File: src/rtl/calc1_port_scheduler.sv
// calc1 front-end: four two-cycle command ports share one ALU through a round-robin arbiter.
// Invalid commands and ALU timeouts are answered locally without touching the ALU.
module calc1_port_scheduler #(
    parameter int TIMEOUT  = 255,
    parameter int TO_WIDTH = 8
) (
    input  logic        c_clk,
    input  logic        reset,
    input  logic [3:0]  req1_cmd_in,
    input  logic [3:0]  req2_cmd_in,
    input  logic [3:0]  req3_cmd_in,
    input  logic [3:0]  req4_cmd_in,
    input  logic [31:0] req1_data_in,
    input  logic [31:0] req2_data_in,
    input  logic [31:0] req3_data_in,
    input  logic [31:0] req4_data_in,
    output logic [1:0]  out_resp1,
    output logic [1:0]  out_resp2,
    output logic [1:0]  out_resp3,
    output logic [1:0]  out_resp4,
    output logic [31:0] out_data1,
    output logic [31:0] out_data2,
    output logic [31:0] out_data3,
    output logic [31:0] out_data4,
    output logic        alu_valid,
    output logic [3:0]  alu_cmd,
    output logic [31:0] alu_op1,
    output logic [31:0] alu_op2,
    input  logic        alu_done,
    input  logic [1:0]  alu_resp,
    input  logic [31:0] alu_data
);
    typedef enum logic [1:0] {P_IDLE, P_OP2, P_PEND} port_state_t;
    typedef enum logic {ARB_IDLE, ARB_WAIT} arb_state_t;

    logic [3:0]  cmd_in   [4];
    logic [31:0] data_in  [4];
    logic [1:0]  resp_out [4];
    logic [31:0] data_out [4];
    logic [3:0]  port_cmd [4];
    logic [31:0] port_op1 [4];
    logic [31:0] port_op2 [4];
    logic [3:0]  pending;

    assign cmd_in[0]  = req1_cmd_in;
    assign cmd_in[1]  = req2_cmd_in;
    assign cmd_in[2]  = req3_cmd_in;
    assign cmd_in[3]  = req4_cmd_in;
    assign data_in[0] = req1_data_in;
    assign data_in[1] = req2_data_in;
    assign data_in[2] = req3_data_in;
    assign data_in[3] = req4_data_in;
    assign out_resp1  = resp_out[0];
    assign out_resp2  = resp_out[1];
    assign out_resp3  = resp_out[2];
    assign out_resp4  = resp_out[3];
    assign out_data1  = data_out[0];
    assign out_data2  = data_out[1];
    assign out_data3  = data_out[2];
    assign out_data4  = data_out[3];

    arb_state_t          arb_state_reg, arb_state_next;
    logic [1:0]          grant_reg, grant_next;
    logic [1:0]          ptr_reg, ptr_next;
    logic [TO_WIDTH-1:0] cnt_reg, cnt_next;
    logic                alu_valid_next;
    logic [3:0]          alu_cmd_next;
    logic [31:0]         alu_op1_next, alu_op2_next;
    logic [1:0]          sel;
    logic                sel_found;
    logic                finish;
    logic [1:0]          finish_resp;
    logic [31:0]         finish_data;

    // A transaction ends on alu_done; the timeout only fires when done is absent.
    always_comb begin
        finish      = 1'b0;
        finish_resp = 2'd0;
        finish_data = '0;
        if (arb_state_reg == ARB_WAIT) begin
            if (alu_done) begin
                finish      = 1'b1;
                finish_resp = alu_resp;
                finish_data = (alu_resp == 2'd1) ? alu_data : '0;
            end else if (cnt_reg == TO_WIDTH'(TIMEOUT)) begin
                finish      = 1'b1;
                finish_resp = 2'd3;
            end
        end
    end

    // First pending port at or after the pointer; 2-bit index wraps 4 -> 1.
    always_comb begin
        sel       = ptr_reg;
        sel_found = 1'b0;
        for (int k = 0; k < 4; k++) begin
            if (!sel_found && pending[ptr_reg + 2'(k)]) begin
                sel       = ptr_reg + 2'(k);
                sel_found = 1'b1;
            end
        end
    end

    always_comb begin
        arb_state_next = arb_state_reg;
        grant_next     = grant_reg;
        ptr_next       = ptr_reg;
        cnt_next       = cnt_reg;
        alu_valid_next = 1'b0;
        alu_cmd_next   = alu_cmd;
        alu_op1_next   = alu_op1;
        alu_op2_next   = alu_op2;
        case (arb_state_reg)
            ARB_IDLE: begin
                if (sel_found) begin
                    grant_next     = sel;
                    ptr_next       = sel + 2'd1;
                    alu_valid_next = 1'b1;
                    alu_cmd_next   = port_cmd[sel];
                    alu_op1_next   = port_op1[sel];
                    alu_op2_next   = port_op2[sel];
                    arb_state_next = ARB_WAIT;
                end
            end
            ARB_WAIT: begin
                if (finish) begin
                    cnt_next       = '0;
                    arb_state_next = ARB_IDLE;
                end else begin
                    cnt_next = cnt_reg + 1'b1;
                end
            end
            default: arb_state_next = ARB_IDLE;
        endcase
    end

    always_ff @(posedge c_clk or negedge reset) begin
        if (!reset) begin
            arb_state_reg <= ARB_IDLE;
            grant_reg     <= 2'd0;
            ptr_reg       <= 2'd0;
            cnt_reg       <= '0;
            alu_valid     <= 1'b0;
            alu_cmd       <= 4'd0;
            alu_op1       <= 32'd0;
            alu_op2       <= 32'd0;
        end else begin
            arb_state_reg <= arb_state_next;
            grant_reg     <= grant_next;
            ptr_reg       <= ptr_next;
            cnt_reg       <= cnt_next;
            alu_valid     <= alu_valid_next;
            alu_cmd       <= alu_cmd_next;
            alu_op1       <= alu_op1_next;
            alu_op2       <= alu_op2_next;
        end
    end

    for (genvar gi = 0; gi < 4; gi++) begin : g_port
        port_state_t state_reg, state_next;
        logic [3:0]  cmd_reg, cmd_next;
        logic [31:0] op1_reg, op1_next, op2_reg, op2_next;
        logic [1:0]  resp_reg, resp_next;
        logic [31:0] dout_reg, dout_next;
        logic        granted_done;

        assign granted_done   = finish && (grant_reg == 2'(gi));
        assign pending[gi]    = (state_reg == P_PEND);
        assign port_cmd[gi]   = cmd_reg;
        assign port_op1[gi]   = op1_reg;
        assign port_op2[gi]   = op2_reg;
        assign resp_out[gi]   = resp_reg;
        assign data_out[gi]   = dout_reg;

        always_comb begin
            state_next = state_reg;
            cmd_next   = cmd_reg;
            op1_next   = op1_reg;
            op2_next   = op2_reg;
            resp_next  = 2'd0;
            dout_next  = 32'd0;
            case (state_reg)
                P_IDLE: begin
                    if (cmd_in[gi] != 4'd0) begin
                        cmd_next   = cmd_in[gi];
                        op1_next   = data_in[gi];
                        state_next = P_OP2;
                    end
                end
                P_OP2: begin
                    op2_next = data_in[gi];
                    if (cmd_reg inside {4'd1, 4'd2, 4'd5, 4'd6}) begin
                        state_next = P_PEND;
                    end else begin
                        state_next = P_IDLE;
                        resp_next  = 2'd2;
                    end
                end
                P_PEND: begin
                    if (granted_done) begin
                        state_next = P_IDLE;
                        resp_next  = finish_resp;
                        dout_next  = finish_data;
                    end
                end
                default: state_next = P_IDLE;
            endcase
        end

        always_ff @(posedge c_clk or negedge reset) begin
            if (!reset) begin
                state_reg <= P_IDLE;
                cmd_reg   <= 4'd0;
                op1_reg   <= 32'd0;
                op2_reg   <= 32'd0;
                resp_reg  <= 2'd0;
                dout_reg  <= 32'd0;
            end else begin
                state_reg <= state_next;
                cmd_reg   <= cmd_next;
                op1_reg   <= op1_next;
                op2_reg   <= op2_next;
                resp_reg  <= resp_next;
                dout_reg  <= dout_next;
            end
        end
    end
endmodule
File: config.mk
export PLATFORM = sky130hd
export DESIGN_NAME = calc1_port_scheduler
export DESIGN_NICKNAME = d
export VERILOG_FILES = /design/src/rtl/calc1_port_scheduler.sv
export SDC_FILE = /design/constraint.sdc
export NUM_CORES = 1
export LEC_CHECK = 0
export ABC_CLOCK_PERIOD_IN_PS = 2000
export BUFFER_PORTS_ARGS = -buffer_cell sky130_fd_sc_hd__buf_2
export CAP_MARGIN = 20
export CORE_UTILIZATION = 50
export DETAILED_ROUTE_END_ITERATION = 10
export GPL_TIMING_DRIVEN = 0
export MAX_ROUTING_LAYER = met4
export PLACE_DENSITY = 0.76
export SETUP_SLACK_MARGIN = 0.02
export SLEW_MARGIN = 10
export SYNTH_ARGS = -nofsm -noshare
export SYNTH_HDL_FRONTEND = slang
export SYNTH_SLANG_ARGS = --single-unit
File: constraint.sdc
create_clock -name c_clk -period 2 [get_ports c_clk]
set_input_delay 0.3 -clock c_clk [delete_from_list [all_inputs] [get_ports c_clk]]
set_output_delay 0.3 -clock c_clk [all_outputs]
set_load 0.1 [all_outputs]
-- Word level (Yosys, flattened, before mapping)
Index checks and enable logic that the tools add are counted.
- bits in registers: 498
- input bits: 181
- word-level logic and storage cells: 187
- $add $sub $neg: 5
- $lt $le $gt $ge: 5
- equality and inequality tests: 37
- muxes and demuxes: 74
- bitwise logic cells: 2
- reductions and logical operators: 32
- operators by type and width (operator ; number):
    32-bit 2-to-1 mux ; 15
    32-bit binary-select mux with 2-bit select ; 2
    2-bit 2-to-1 mux ; 26
    4-bit by 3-bit equality test with 1-bit output, second input constant ; 8
    4-bit nonzero test ; 8
    2-bit one-hot mux with 3 select lines ; 4
    2-bit AND reduction ; 9
    4-bit by 1-bit equality test with 1-bit output, second input constant ; 4
    4-bit by 2-bit equality test with 1-bit output, second input constant ; 4
    2-bit one-hot mux with 2 select lines ; 4
    1-bit 2-to-1 mux ; 14
    2-bit by 1-bit equality test with 1-bit output, second input constant ; 6
    2-bit equality test, second input constant ; 6
    2-bit by 3-bit less-than comparator with 1-bit output, second input constant ; 4
    2-bit logical NOT ; 5
    8-bit by 1-bit adder with 8-bit output, second input constant ; 1
    1-bit binary-select mux with 2-bit select ; 4
    4-bit binary-select mux with 2-bit select ; 1
    8-bit equality test, second input constant ; 1
    4-bit 2-to-1 mux ; 2
    8-bit 2-to-1 mux ; 1
    2-bit by 1-bit inequality test with 1-bit output, second input constant ; 4
    2-bit inequality test, second input constant ; 4
    1-bit logical AND ; 7
    other kinds (7) ; 11

-- Longest topological paths before layout
Gate-level depths: netlist of the first run.
- word-level depth: 17
- depth in mapped cells: 11
- gate-level depth less buffers: 7

-- Worst setup path after synthesis of the first run
Ideal clock, no wire load.
- kind: register to register
- from: register g_port[0].state_reg[0]
- to: register alu_op1[10]
- arrival time: 2.023 ns
- path slack: -0.144 ns
- stages on the path, launching flop included: 10
- cells stage by stage: dfrtp_1 inv_1 ha_1 nor2b_1 a2bb2oi_2 o211ai_1 buf_4 buf_6 mux2_1 o211a_1
- cells in the longest elaborated chain, start to end: 17
- elaborated cells between the ends (all ways): 27
- those cells by class: eq/ne: 1; mux: 18; bitwise: 1; reduce/logical: 7
- RTL lines (item ; RTL line ; source):
    start: declaration ; 160 ; port_state_t state_reg, state_next;
    start signal: assignment ; 219 ; state_reg <= state_next;
    2-bit equality test * ; 168 ; assign pending[gi] = (state_reg == P_PEND);
    1-bit binary-select mux with 2-bit select ; 97 ; if (!sel_found && pending[ptr_reg + 2'(k)]) begin
    1-bit 2-to-1 mux (implied by the code) ; 97 ;
    1-bit 2-to-1 mux ; 97 ;
    1-bit logical NOT ; 97 ;
    1-bit logical AND ; 97 ;
    1-bit 2-to-1 mux ; 97 ;
    1-bit logical NOT ; 97 ;
    1-bit logical AND ; 97 ;
    1-bit 2-to-1 mux ; 97 ;
    1-bit logical NOT ; 97 ;
    1-bit logical AND ; 97 ;
    2-bit 2-to-1 mux ; 97 ;
    2-bit inverter with 3-bit output (implied by the code) ; 120 ; alu_op1_next = port_op1[sel];
    32-bit binary-select mux with 2-bit select ; 120 ;
    32-bit 2-to-1 mux (implied by the code) (2 in a row) ; 120 ;
    end signal: assignment ; 154 ; alu_op1 <= alu_op1_next;
    end: declaration ; 27 ; output logic [31:0] alu_op1,
Mark *: on every way between the ends. The rest lies on a longest branch, timed or not. The select of a mux whose other input is x is not followed.
A chain may end at the register's enable or synchronous reset.

-- Worst setup path after layout of the first run
- from: register g_port[3].state_reg[0]
- to: register alu_op2[14]
- cells in the longest elaborated chain, start to end: 17
- elaborated cells between the ends (all ways): 27
- those cells by class: eq/ne: 1; mux: 18; bitwise: 1; reduce/logical: 7
- RTL lines (item ; RTL line ; source):
    start: declaration ; 160 ;
    start signal: assignment ; 219 ;
    2-bit equality test * ; 168 ;
    1-bit binary-select mux with 2-bit select ; 97 ;
    1-bit 2-to-1 mux (implied by the code) ; 97 ;
    1-bit 2-to-1 mux ; 97 ;
    1-bit logical NOT ; 97 ;
    1-bit logical AND ; 97 ;
    1-bit 2-to-1 mux ; 97 ;
    1-bit logical NOT ; 97 ;
    1-bit logical AND ; 97 ;
    1-bit 2-to-1 mux ; 97 ;
    1-bit logical NOT ; 97 ;
    1-bit logical AND ; 97 ;
    2-bit 2-to-1 mux ; 97 ;
    2-bit inverter with 3-bit output (implied by the code) ; 121 ; alu_op2_next = port_op2[sel];
    32-bit binary-select mux with 2-bit select ; 121 ;
    32-bit 2-to-1 mux (implied by the code) (2 in a row) ; 121 ;
    end signal: assignment ; 155 ; alu_op2 <= alu_op2_next;
    end: declaration ; 28 ; output logic [31:0] alu_op2,
Marks and branches as above.

==> results.ini, run 1 <==
[layout]
design_area_um2 = 28000
stdcell_count = 2874
layout.nets = 2494
drive_gt1_share_pct = 39.2
area_delta_synth_final_pct = 34.4

[timing]
finalSetupTns_ns = -18.05
max_freq_mhz = 433
slew_headroom_pct = 58.7
hold_viol = 0
setup_ws_ns = -0.309
rsz0062_at_grt = yes
setup_viol = 68
slew_violations = 0
fin_crit_sh_pct = 115
tightestPinTransition_ns = 0.624
clock-skew-final_ns = 0.0151
min_period_ns = 2.31

[synthesis]
yosysUniqueCellTypes = 48
synth_top_family_by_area = multiplexers
synth_largest_area_cell = dfrtp_1
ys_warn_count = 0
synth_compound_area_share_pct = 11.2
synth.avg_cell_area_um2 = 12.6
yosysMostFrequentCell = dfrtp_1
synth_xor_area_share_pct = 0.379
muxShareOfSynthArea_pct = 16.0
synth-simple-area-share_pct = 7.67
syn-cell-area_um2 = 20800
synth_top_cells_by_area = dfrtp_1 (60%), mux2_2 (12%), mux2_1 (3.6%)
netlist.area_leader.share_pct = 59.9
synth_fa_ha_area_share_pct = 0.781
seq_area_frac_synth_pct = 59.9
synthTopCellsByCount = dfrtp_1 (498), mux2_2 (225), nor2_1 (143)
synthFlopType = dfrtp_1
synth_cells = 1659
ys_seq_elements = 498
async_flop_share_pct = 100
synth_edf_count = 0
syn-num-nets = 1853

[grt]
grtUsageTotal_pct = 31.4
grt_max_degree = 114
antenna_found_initial = 6
grt_pass1_wl_um = 96400
grt_pass1_vias = 16700
grt.overflow.total = 0

[clock_tree]
cts.clk_slew.worst_paths_ns = 0.06
clockBufferDepth = 3
clkLatencyLatePin_ns = 0.59
numCtsBuffers = 51
cts_sinks = 498
cts-root-buf = clkbuf_16
tritoncts = yes
htree_levels = 2

[detailed_routing]
via_per_inst = 5.64
detail_route.iter0.violations = 1300
wl_per_cell_um = 23.0
vias = 16200
first_pass_iters = 5
drt-total-wl_um = 66100
antenna_left = 0
drc_errors = 0

[worst_hold_path]
hold_start = req1_cmd_in[2]
holdPathEnd = g_port[0].cmd_reg[2]$_DFFE_PN0P_
holdPathStages = 2
hp-class = in2reg

[setup_path]
crit_path_top_delay_cell = dfrtp_1
worstReg2RegEnd = alu_op2[14]$_DFFE_PN0P_
worstPathMaxFanout = 6
slowest_delay_ns = 0.39
cp.required_ns = 2.47
crit_arrival_ns = 2.78
rrSetupSlack_ns = -0.31
crit_chain = inv_2 > ha_4 > buf_6 > nand2_2 > a2bb2oi_4 > o211ai_1 > buf_4 > buf_12 > clkbuf_16 > mux2_4 > o211a_1
end_kind = register
reg2reg_from = g_port[3].state_reg[0]$_DFFE_PN0P_
worstSetupStartpointType = register
crit_type = reg2reg
worst-r2r-cell-count = 11

[placement]
gp_congestion = 0.980
place_inst = 2580
dpl.hpwl_um = 44600
io_buffer_count = 385
pre_cts_slack_ns = -0.774
placed_cell_area_um2 = 23600

[floorplanning]
dieWidth_um = 206
dieArea_um2 = 42500
initial_core_util_pct = 50.9
die_y_um = 206
ioPinCount = 386
rows = 74
core-area_um2 = 40900

[flow_run]
maxCapViolations = 0

[power]
p_per_area_nw_per_um2 = 1800
leakage_nw = 13.3
finalPower_w = 0.0502
ir_worst_vdd_v = 0.00146

[status]
status = finished, violations left
violations = setup timing

## cell families after synthesis
logic type,count (synthesis)
fa+ha+maj,13
compound gates,289
buf+inv,202
xor+xnor,9
simple gates,351
mux,297
flops,498
## cell type report
cell class	count	area, um2
diodes	5	12.5
plain buffers	109	820
clock buffers	76	1550
clock inverters	14	248
fillers	2855	12900
inverters	84	315
multi-input cells	959	7780
flip-flops and latches	498	12500
well taps	532	666
repair buffers	597	4120
## metrics by stage
| step | utilization (%) | hold slack [ns] |
|---|---|---|
| CTS | 67.1 | 0.00110 |
| floorplan | - | 0.00441 |
| global placement | 57.4 | 0.480 |
| detailed placement | 57.7 | 0.308 |
| finish | 68.4 | 0.0119 |
| global route | 68.4 | 0.0195 |
## critical path, delay by kind of cell (launching register included)
kind,cells,cell delay (ns)
AO/OA/AOI/OAI,3,0.54
adder cells (fa/ha/maj),1,0.14
buffers and inverters,5,0.72
flip-flops,1,0.39
multiplexers,1,0.30
AND/OR/NAND/NOR,1,0.08
## placed cells by master (no fill, tap or decap), drive strengths merged, types with 2 or more instances in the layout
cell type	netlist	routed
dlygate4sd3	0	152
o2111ai	68	68
clkbuf	73	143
and3	2	2
xor2	4	4
or4	4	4
nand3	3	3
clkinv	0	6
mux2	292	292
nand2	106	106
a21oi	14	14
or2	2	2
o21ai	48	48
o21a	2	2
nor2b	4	4
ha	13	13
inv	84	84
mux2i	5	5
xnor2	5	5
bufinv	0	7
diode	0	5
a22o	10	10
o211a	69	69
buf	45	487
o2bb2ai	2	2
o211ai	69	69
or3b	2	2
nand2b	70	70
o31ai	3	3
and2	3	3
dfrtp	498	498
nand4	4	4
nor2	143	143
nor3	3	3
## what timing repair did
action / CTS / global route
hold buffers: 152 / 0
setup endpoints to repair: 407 / 208
pin swaps: 20 / 18
setup buffers: 25 / 23
cloned: 1 / 7
gates resized for setup: 134 / 79
hold endpoints to repair: 352 / 0
## worst max path at each step
stage,from,end,depth (start not counted)
2_1_floorplan,g_port[3].state_reg[0]$_DFFE_PN0P_,alu_op1[10]$_DFFE_PN0P_,10
3_3_place_gp,reset,out_data2[0]$_DFF_PN0_,1
3_5_place_dp,g_port[2].state_reg[0]$_DFFE_PN0P_,alu_op2[30]$_DFFE_PN0P_,9
4_1_cts,g_port[3].state_reg[1]$_DFFE_PN0P_,alu_op2[9]$_DFFE_PN0P_,8
5_1_grt,g_port[3].state_reg[0]$_DFFE_PN0P_,alu_op2[21]$_DFFE_PN0P_,11
6_report,g_port[3].state_reg[0]$_DFFE_PN0P_,alu_op2[14]$_DFFE_PN0P_,11
## layer usage
layer	vias to the layer above	part of all wire, %	track usage [%]
met1	8156	37	35.3
li1	7133	-	-
met4	0	5.1	16.3
met3	193	7.0	6.04
met5	-	0	-
met2	730	51	53.1
## report_power, final
part | total, W | switching [W] | internal (W)
logic | 0.0241 | 0.0146 | 0.00952
registers | 0.0159 | 0.00207 | 0.0138
clock network | 0.0102 | 0.00396 | 0.00623
total | 0.0502 | 0.0206 | 0.0296
Note: power is estimated with default switching activity, not from simulation.
==> run 2: changes to the inputs <==
MAX_ROUTING_LAYER = default   (was met4)
==> run 2 against run 1 <==
  * The flow still finishes with violations (setup timing)
  * Clock power hardly changed
  * Core utilization is 0.51 points higher
  * Register-to-register slack hardly changed
  * Maximum frequency is 0.21% lower
  * First-iteration DRC count is 5.4% higher
  * Sequential share of layout area is 0.33 points lower
  * Cell area is 0.74% higher
  * Non-clock buffer count is 2 higher
  * Count of clock-buffer cells in the layout is 11 lower
  * Critical endpoint is now alu_op2[10]$_DFFE_PN0P_
  * Combinational power is 4% higher
  * Final cell count is 0.24% higher
  * Via count is 0.84% lower
  * Largest cell class unchanged
==> results.ini, run 2 (synthesized netlist as in run 1, its figures left out) <==
[setup_path]
rrSetupSlack_ns = -0.31  ; about the same
reg2reg_from = g_port[0].state_reg[0]$_DFFE_PN0P_
crit_arrival_ns = 2.80  ; +0.02 ns
worstReg2RegEnd = alu_op2[10]$_DFFE_PN0P_
end_kind = register
worst-r2r-cell-count = 10  ; -1
cp.required_ns = 2.48  ; about the same
worstPathMaxFanout = 8  ; +2
crit_type = reg2reg
worstSetupStartpointType = register

[worst_hold_path]
hp-class = in2reg
holdPathEnd = g_port[0].cmd_reg[2]$_DFFE_PN0P_
holdPathStages = 2  ; unchanged
hold_start = req1_cmd_in[2]

[grt]
antenna_found_initial = 11  ; +5
grt_pass1_vias = 16600  ; -0.53%
grt.overflow.total = 0  ; unchanged
grt_max_degree = 115  ; +0.88%
grtUsageTotal_pct = 30.5  ; -0.82 points
grt_pass1_wl_um = 97100  ; +0.66%

[placement]
place_inst = 2580  ; unchanged
io_buffer_count = 385  ; unchanged
gp_congestion = 0.944  ; -3.7%
dpl.hpwl_um = 44500  ; -0.23%
pre_cts_slack_ns = -0.766  ; +0.00889 ns

[timing]
rsz0062_at_grt = yes
tightestPinTransition_ns = 0.650  ; +0.0260 ns
slew_violations = 0  ; unchanged
hold_viol = 0  ; unchanged
max_freq_mhz = 432  ; -0.21%
min_period_ns = 2.31  ; +0.00495 ns
slew_headroom_pct = 56.7  ; -2.0 points
fin_crit_sh_pct = 116  ; +0.25 points
setup_ws_ns = -0.314  ; -0.00495 ns
clock-skew-final_ns = 0.0204  ; +0.00539 ns
setup_viol = 68  ; unchanged
finalSetupTns_ns = -17.49  ; +0.564 ns

[detailed_routing]
top_layer_used = met5
drc_errors = 0  ; unchanged
antenna_left = 0  ; unchanged
via_per_inst = 5.58  ; -1.1%
drt-met1-wl_um = 25100  ; +2.8%
wl_met2_um = 33700  ; about the same
vias = 16100  ; -0.84%
wl_met3_um = 4310  ; -6.5%
detail_route.iter0.violations = 1370  ; +5.4%
wl_per_cell_um = 22.9  ; -0.34%
drt-total-wl_um = 66000  ; -0.10%
first_pass_iters = 5  ; unchanged

[clock_tree]
cts-root-buf = clkbuf_16
numCtsBuffers = 51  ; unchanged
cts_sinks = 498  ; unchanged
clockBufferDepth = 3  ; unchanged
tritoncts = yes
cts.clk_slew.worst_paths_ns = 0.06  ; about the same
clkLatencyLatePin_ns = 0.61  ; +0.02 ns
htree_levels = 2  ; unchanged

[status]
violations = setup timing
status = finished, violations left

[power]
p_per_area_nw_per_um2 = 1810  ; +0.51%
ir_worst_vdd_v = 0.00139  ; -4.7%
finalPower_w = 0.0509  ; +1.3%
leakage_nw = 13.4  ; +0.89%

[floorplanning]
ioPinCount = 386  ; unchanged
dieArea_um2 = 42500  ; unchanged
dieWidth_um = 206  ; unchanged
initial_core_util_pct = 50.9  ; unchanged
die_y_um = 206  ; unchanged
rows = 74  ; unchanged
core-area_um2 = 40900  ; unchanged

[layout]
mostFrequentLayoutCells = dfrtp_1 (498), buf_2 (396), mux2_2 (225)
layout_commonest_cell = dfrtp_1
area_delta_synth_final_pct = 35.4
layout.nets = 2496  ; +0.080%
drive_gt1_share_pct = 41.1  ; +1.9 points
stdcell_count = 2881  ; +0.24%

[flow_run]
maxCapViolations = 0  ; unchanged

==> run 2: cell types whose count changed in the layout (fill, tap and decap cells not counted), sizes merged <==
cell         delta
buf             +1
bufinv          -1
clkbuf          -9
clkinv         +10
clkinvlp        +1
diode           +5
dlygate4sd3     -1
inv             +1
==> run 2: how the worst max path moves through the flow <==
stage,slack (ns),from,depth (start not counted),end
after floorplan,-0.07,g_port[3].state_reg[0]$_DFFE_PN0P_,10,alu_op1[10]$_DFFE_PN0P_
after detailed placement,-0.77,g_port[2].state_reg[0]$_DFFE_PN0P_,9,alu_op2[30]$_DFFE_PN0P_
after CTS,-0.26,g_port[3].state_reg[1]$_DFFE_PN0P_,9,alu_op2[7]$_DFFE_PN0P_
final,-0.31,g_port[0].state_reg[0]$_DFFE_PN0P_,10,alu_op2[10]$_DFFE_PN0P_
after global placement,-9.10,reset,1,out_data3[30]$_DFF_PN0_
after global routing,-0.33,g_port[0].state_reg[0]$_DFFE_PN0P_,10,alu_op2[10]$_DFFE_PN0P_
==> run 2: metrics by stage <==
stage | instance area [um2] | utilization, % | hold slack (ns)
detailed placement | 23600 | 57.7 | 0.359
CTS | 27700 | 67.7 | 0.00142
finish | 28200 | 68.9 | 0.0204
floorplan | 20900 | - | 0.00441
global route | 28200 | 68.9 | 0.0215
global placement | 23500 | 57.4 | 0.479
==> run 2: cell type report <==
cell class              instances  area [um2]
fillers                      2780       12700
flip-flops and latches        498       12500
multi-input cells             959        7950
repair buffers                596        4180
clock buffers                  65        1420
plain buffers                 112         866
well taps                     532         666
inverters                      84         315
clock inverters                25         307
diodes                         10        25.0
==> run 2: critical path, stage by stage, from the launching register on <==
cell,delay (ns)
dfrtp_1,0.40
inv_2,0.09
ha_4,0.20
nor2b_2,0.08
a2bb2oi_4,0.15
o211ai_1,0.25
buf_6,0.20
buf_6,0.15
buf_12,0.14
mux2_4,0.31
o211a_1,0.22
==> run 2: what timing repair did <==
item,CTS,global route
resized for setup,178,102
endpoints found under the setup margin,401,313
endpoints found under the hold margin,379,0
buffers inserted,34,15
cloned,4,3
pin swaps,22,19
hold buffers,151,0
==> run 2: metal layers <==
metal / vias to the layer above / GRT usage, %
met5: - / 0
met4: 2 / 14.3
met3: 164 / 6.05
met2: 635 / 53.2
met1: 8159 / 36.2
li1: 7116 / -
==> run 2: report_power, final <==
part           internal, W  switching (W)  total, W
clock              0.00579        0.00409   0.00987
sequential          0.0138        0.00210    0.0159
combinational       0.0103         0.0148    0.0251
